**config.mk**
```make
export PLATFORM = sky130hd
export DESIGN_NAME = cplx_addsub_seq
export DESIGN_NICKNAME = d
export VERILOG_FILES = /design/src/rtl/cplx_addsub_seq.sv
export SDC_FILE = /design/constraint.sdc
export NUM_CORES = 1
export LEC_CHECK = 0
export BUFFER_PORTS_ARGS = -buffer_cell sky130_fd_sc_hd__buf_4
export CAP_MARGIN = 20
export CORE_ASPECT_RATIO = 1.25
export CORE_MARGIN = 2
export CORE_UTILIZATION = 30
export DETAILED_ROUTE_END_ITERATION = 10
export HOLD_SLACK_MARGIN = 0.15
export PLACE_DENSITY = 0.62
export SETUP_SLACK_MARGIN = 0.1
export SYNTH_ARGS = -nofsm -noshare
export SYNTH_HDL_FRONTEND = slang
export SYNTH_SLANG_ARGS = --single-unit
```
**constraint.sdc**
```tcl
create_clock -name clk -period 28.8 [get_ports clk]
set_clock_uncertainty 0.15 [all_clocks]
set_input_delay 8.64 -clock clk [delete_from_list [all_inputs] [get_ports clk]]
set_output_delay 8.64 -clock clk [all_outputs]
set_load 0.1 [all_outputs]
```
**src/rtl/cplx_addsub_seq.sv**
```systemverilog
// cplx_addsub_seq: time-shares one 64-bit ripple adder to form re = ac - bd and im = ad + bc.
// Define CPLX_OVF_EN to add the registered signed-overflow flags ovf_re / ovf_im.

module rca64 (
  input  logic [63:0] a,
  input  logic [63:0] b,
  input  logic        cin,
  output logic [63:0] sum,
  output logic        cout
);

  always_comb begin : ripple
    logic c;
    c   = cin;
    sum = '0;
    for (int unsigned i = 0; i < 64; i++) begin
      sum[i] = a[i] ^ b[i] ^ c;
      c      = (a[i] & b[i]) | (c & (a[i] ^ b[i]));
    end
    cout = c;
  end

endmodule

module cplx_addsub_seq #(
  parameter int unsigned W = 64
) (
  input  logic         clk,
  input  logic         rst,
  input  logic         in_valid,
  output logic         in_ready,
  input  logic [W-1:0] p_ac,
  input  logic [W-1:0] p_bd,
  input  logic [W-1:0] p_ad,
  input  logic [W-1:0] p_bc,
  output logic         out_valid,
  input  logic         out_ready,
  output logic [W-1:0] re,
  output logic [W-1:0] im,
  output logic         busy
`ifdef CPLX_OVF_EN
  ,
  output logic         ovf_re,
  output logic         ovf_im
`endif
);

  typedef enum logic [1:0] {
    IDLE = 2'd0,
    SUB  = 2'd1,
    ADD  = 2'd2,
    HOLD = 2'd3
  } state_t;

  state_t state, state_nx;

  logic [W-1:0] ac_q, bd_q, ad_q, bc_q;
  logic [W-1:0] add_a, add_b, add_sum;
  logic         add_cin;
  logic         add_cout_unused;
  logic         take;

  rca64 u_add (
    .a    (add_a),
    .b    (add_b),
    .cin  (add_cin),
    .sum  (add_sum),
    .cout (add_cout_unused)
  );

  always_comb begin
    state_nx  = state;
    add_a     = '0;
    add_b     = '0;
    add_cin   = 1'b0;
    in_ready  = 1'b0;
    out_valid = 1'b0;
    busy      = (state != IDLE);
    case (state)
      IDLE: in_ready = 1'b1;
      SUB: begin
        // a - b computed as a + ~b + 1 on the shared adder
        add_a   = ac_q;
        add_b   = ~bd_q;
        add_cin = 1'b1;
      end
      ADD: begin
        add_a = ad_q;
        add_b = bc_q;
      end
      HOLD: begin
        out_valid = 1'b1;
        in_ready  = out_ready;
      end
      default: ;
    endcase
    take = in_valid & in_ready;
    case (state)
      IDLE:    if (take) state_nx = SUB;
      SUB:     state_nx = ADD;
      ADD:     state_nx = HOLD;
      HOLD:    if (out_ready) state_nx = take ? SUB : IDLE;
      default: state_nx = IDLE;
    endcase
  end

  always_ff @(posedge clk) begin
    if (rst) begin
      state  <= IDLE;
      ac_q   <= '0;
      bd_q   <= '0;
      ad_q   <= '0;
      bc_q   <= '0;
      re     <= '0;
      im     <= '0;
`ifdef CPLX_OVF_EN
      ovf_re <= 1'b0;
      ovf_im <= 1'b0;
`endif
    end else begin
      state <= state_nx;
      if (take) begin
        ac_q <= p_ac;
        bd_q <= p_bd;
        ad_q <= p_ad;
        bc_q <= p_bc;
      end
      if (state == SUB) begin
        re <= add_sum;
`ifdef CPLX_OVF_EN
        ovf_re <= (ac_q[W-1] != bd_q[W-1]) & (add_sum[W-1] != ac_q[W-1]);
`endif
      end
      if (state == ADD) begin
        im <= add_sum;
`ifdef CPLX_OVF_EN
        ovf_im <= (ad_q[W-1] == bc_q[W-1]) & (add_sum[W-1] != ad_q[W-1]);
`endif
      end
    end
  end

endmodule
```
* Word-level counts from Yosys, hierarchy flattened
Cells that the tools add are included.
Storage, ports and cells: input bits 260, memories kept 0, output and inout bits 131, bits in read-only memories 0, logic and storage cells 343, flip-flop bits (word level) 386, latch bits 0, memory bits (writable) 0
Operators by class: eq/ne operators 5, magnitude comparators 0, mux-type cells 9, reduce and logical (&&, ||, !) cells 3, $add $sub $neg 0, shift-type cells 0, divide/modulo/power cells 0, bitwise logic cells 319, $mul 0
Operators by type and width (number):
- $pmux W64 S2 | 2
- $xor A1 B1 Y1 | 128
- $and A1 B1 Y1 | 127
- $not A64 Y64 | 1
- $or A1 B1 Y1 | 63
- $pmux W2 S4 | 1
- $eq A2 B2 Y1 const B | 2
- $mux W2 | 2
- $ne A2 B2 Y1 const B | 2
- $mux W1 | 3
- $eq A2 B1 Y1 const B | 1
- $logic_not A2 Y1 | 1
- $pmux W1 S2 | 1
- $reduce_and A2 Y1 | 1
- $reduce_bool A2 Y1 | 1

* Longest topological paths before layout
depth after elaboration 130, depth in mapped cells 75, depth with buffers taken out 72

* Hierarchy
From an unflattened synthesis, not the netlist that was laid out.
Unflattened totals: cells, all modules 1982, area total of the unflattened synthesis 16862.4 sq um
Modules (own cells, without submodules):
- cplx_addsub_seq | sequential area each 7727.4 sq um, cells each 1908, area an instance 15543.7 sq um, instances 1
- rca64 | sequential area each 0.0 sq um, cells each 74, area an instance 1318.8 sq um, instances 1

* Worst setup path before layout
Ideal clock, no wire load.
path type register to register, start point register state[0], end point register im[63], data required time 28.590 ns, arrival time 25.731 ns, path slack 2.859 ns, clock period less this slack 25.941 ns, path buffers 3, setup time 0.060 ns, cell stages (with the launch flop) 75, path through dfxtp_1 inv_1 ha_1 buf_2 inv_2 buf_2 buf_1 nor2_1 ha_1 a21o_1 fa_1 fa_1 fa_1 fa_1 fa_1 fa_1 fa_1 fa_1 [39 not listed] fa_1 fa_1 fa_1 fa_1 fa_1 fa_1 fa_1 fa_1 fa_1 fa_1 fa_1 fa_1 fa_1 fa_1 fa_1 fa_1 a311oi_1 and3_1
On the way: longest elaborated chain between the ends 130, elaborated cells between the ends (all ways) 259, those cells by class eq/ne (2); mux (3); bitwise (254)
RTL lines:
- start: declaration | line 55 | state_t state, state_nx;
- start signal: assignment | line 121 | state <= state_nx;
- $eq A2 B2 Y1 or $eq A2 B1 Y1 (tied branches) | line 79, 134
- $pmux W64 S2 | line 79 | case (state)
- $xor A1 B1 Y1 | line 18 | c = (a[i] & b[i]) | (c & (a[i] ^ b[i]));
- $and A1 B1 Y1 | line 18
- $or A1 B1 Y1 | line 18
- $and A1 B1 Y1 | line 18
- $or A1 B1 Y1 | line 18
- $and A1 B1 Y1 | line 18
- [114 not listed]
- $or A1 B1 Y1 | line 18
- $and A1 B1 Y1 | line 18
- $or A1 B1 Y1 | line 18
- $and A1 B1 Y1 | line 18
- $or A1 B1 Y1 | line 18
- $and A1 B1 Y1 | line 18
- $or A1 B1 Y1 | line 18
- $xor A1 B1 Y1 | line 17 | sum[i] = a[i] ^ b[i] ^ c;
- end signal: assignment | line 135 | im <= add_sum;
- end: declaration | line 39 | output logic [W-1:0] im,
Several ways; a longest one is shown, not always the timed one. A chain may end at the register's enable or synchronous reset.

* Final worst setup path
Same ends and word-level chain as after synthesis.

==> reports/qor.csv <==
stage,metric,value,unit
outcome,status,"complete, no violations",
flow_run,cap_violations,0,
detailed_routing,vias,14700,
floorplanning,dieArea,57100,um^2
global_route,grtUsageTotal,17.9,%
detailed_routing,ant_nets,0,
clock_network,cts_hold_buf,0,
critical_path,max_stage_delay,520,ps
detailed_routing,drtPass1Iterations,5,
layout,drive_gt1_share,20.9,%
power,power.share.clock,22.9,%
global_route,use_met3,4.33,%
timing,relSlewSlack,31.8,%
global_route,grt_pass1_wl,81.4,mm
global_route,gr-usage-met2,30.9,%
critical_path,crit_buf_inv,3,
clock_network,htree_levels,2,
place,dp_slack,1310,ps
timing,rsz0062_at_grt,false,
layout,antenna_cells,0,
critical_path,path_delay_family,adder cells,
synth,ys_seq_area_share,46.7,%
synth,synth_largest_area_cell,dfxtp_1,
synth,synthFlopType,dfxtp_1,
critical_path,crit_path_frequent_cell,fa_1,
global_route,top_usage_layer,met2,
global_route,antenna_found_initial,4,
timing,period_share,94.7,%
synth,yosys_register_bits,386,
floorplanning,row_count,96,
critical_path,cp.required,29140,ps
global_route,use_met1,21.8,%
floorplanning,die_height,267,um
clock_network,cts_tree,done,
clock_network,cts_root_buf,clkbuf_16,
timing,slew_viol_final,0,
synth,synth_edf_count,0,
clock_network,ctsLongestPathBuffers,3,
place,globalplace.congestion,0.820,
place,hpwl,37.5,mm
power,intPower,0.00122,W
clock_network,postCtsSetupBuffers,0,
detailed_routing,wirelength,52.6,mm
critical_path,critPathLaunchType,flip-flop,
synth,syn-num-nets,2331,
timing,fin_ws,1510,ps
floorplanning,ioPinCount,391,
global_route,grt_pass1_vias,14600,
hold_path,hp-class,flip-flop to flip-flop,
detailed_routing,drt-initial-drc-count,843,
power,seq_power_share,32.1,%
synth,synth_top_area_share,46.7,%
global_route,grt_max_degree,163,
synth,yosysWarningCount,0,
power,ir_drop,70.2,uV
synth,netlist_area,16600,um^2
floorplanning,die_w,214,um
clock_network,numCtsBuffers,40,
synth,synth_cells,2002,
floorplanning,fp.coreArea,54800,um^2
clock_network,ctsResizeCount,0,
power,switchingPower,0.00107,W
detailed_routing,avgViaCountPerCell,4.82,
place,numPortBuffers,390,
critical_path,path_max_fanout,39,
critical_path,worstSetupPathType,flip-flop to flip-flop,
floorplanning,start_util,30.2,%
critical_path,crit_path_top_delay_cell,inv_2,
power,switching_share,46.7,%
synth,async_reset_ff_share,0,%
detailed_routing,wire_per_inst,17.3,um
layout,nets,2616,
global_route,grt-ovfl-total,0,
timing,max_slew.worst_pin.slew,1020,ps
timing,fmax,0.0366,GHz
detailed_routing,drc_errors,0,
critical_path,cp.arrival,27620,ps
clock_network,cts_num_sinks,386,
synth,synth_area_per_cell,8.27,um^2
power,power_density,108,nW/um^2
power,power_leakage,7.87,nW
power,pwr-share-comb,45.0,%
layout,syn2layout_area_growth,27.0,%
synth,yosys-top-cells-count,"nand2_1, dfxtp_1, a21oi_1",
timing,period_needed,27290,ps
synth,synth_area_leaders,"dfxtp_1, nand2_1, a21oi_1",
timing,setup_viol,0,
timing,setup_tns,0,ps
clock_network,clock_latency,550,ps
timing,finalHoldViolCount,0,
critical_path,end_kind,flip-flop,
synth,netlist-cell-type-count,33,
clock_network,clk_pin_slew,70,ps
synth,synth_most_common_cell,nand2_1,
[cell usage in the layout (no fill, tap or decap), drive strengths merged, types with 5 or more instances in the layout]
cell        n
a211oi     94
a21oi     275
a22o       46
a22oi      18
buf       411
clkbuf     55
clkinv      5
clkinvlp    6
dfxtp     386
fa         62
ha          7
inv        10
mux2i      33
nand2     670
nand2b     10
nor2      148
o21ai      50
or2b        8
[tightest hold or removal path: stages (launching register included)]
cell and delay [ps]:
dfxtp_1 300, nand2_1 50, a21oi_1 50
[sequential cells by signal, summed over array words and instances, names as in the netlist]
signal	flops
state	2
im	64
re	64
bc_q	64
ad_q	64
bd_q	64
ac_q	64
[routing by layer]
metal,vias to the layer above,part of all wire [%]
li1,7191,-
met1,7059,42
met2,375,49
met3,88,5.9
met4,6,3.1
met5,-,0.078
[final cells by class]
class / count / area [um^2]
flip-flops and latches: 386 / 7730
clock inverters: 16 / 156
fillers: 5682 / 33700
repair buffers: 411 / 3130
multi-input cells: 1441 / 7910
well taps: 735 / 920
inverters: 7 / 26.3
clock buffers: 55 / 1160
[power groups by stage]
stage | registers [W] | logic [W] | clock network, W
6_report | 0.000732 | 0.00103 | 0.000523
5_1_grt | 0.000746 | 0.00111 | 0.000557
4_1_cts | 0.000732 | 0.00103 | 0.000539
3_5_place_dp | 0.000743 | 0.00103 | 0
3_3_place_gp | 0.000740 | 0.00102 | 0
2_1_floorplan | 0.00104 | 0.000497 | 0
[kinds of logic (layout without fill, tap and decap cells)]
kind of cell             Yosys count  count (layout)  synth area share, %
flip-flops                       386             386                 46.7
buffers and inverters            175             489                 5.89
XOR/XNOR                           1               1               0.0529
adder cells (fa/ha/maj)           69              69                 8.02
AND/OR/NAND/NOR                  848             848                 19.7
multiplexers                      33              33                 1.99
AO/OA/AOI/OAI                    490             490                 17.7
[path summary, 6_finish.rpt]
kind,slack [ps],to,cells past startpoint,startpoint
worst min-delay path,300,bd_q[56],2,bd_q[56]
worst max register to register,1510,im[63],71,state[0]
worst max-delay path,1510,im[63],71,state[0]
worst min register to register,300,bd_q[56],2,bd_q[56]
[stage by stage]
stage | total power (W) | cells | util, % | cell area, um^2 | hold slack (ps)
2_1_floorplan | 0.00154 | 2002 | - | 16600 | 281
3_5_place_dp | 0.00177 | 2978 | 35.9 | 19700 | 294
4_1_cts | 0.00230 | 3049 | 38.3 | 21000 | 303
5_1_grt | 0.00241 | 3051 | 38.4 | 21000 | 319
3_3_place_gp | 0.00176 | 2978 | 35.9 | 19700 | 290
6_report | 0.00228 | 3051 | 38.4 | 21000 | 301
Note: power is estimated with default switching activity, not from simulation.
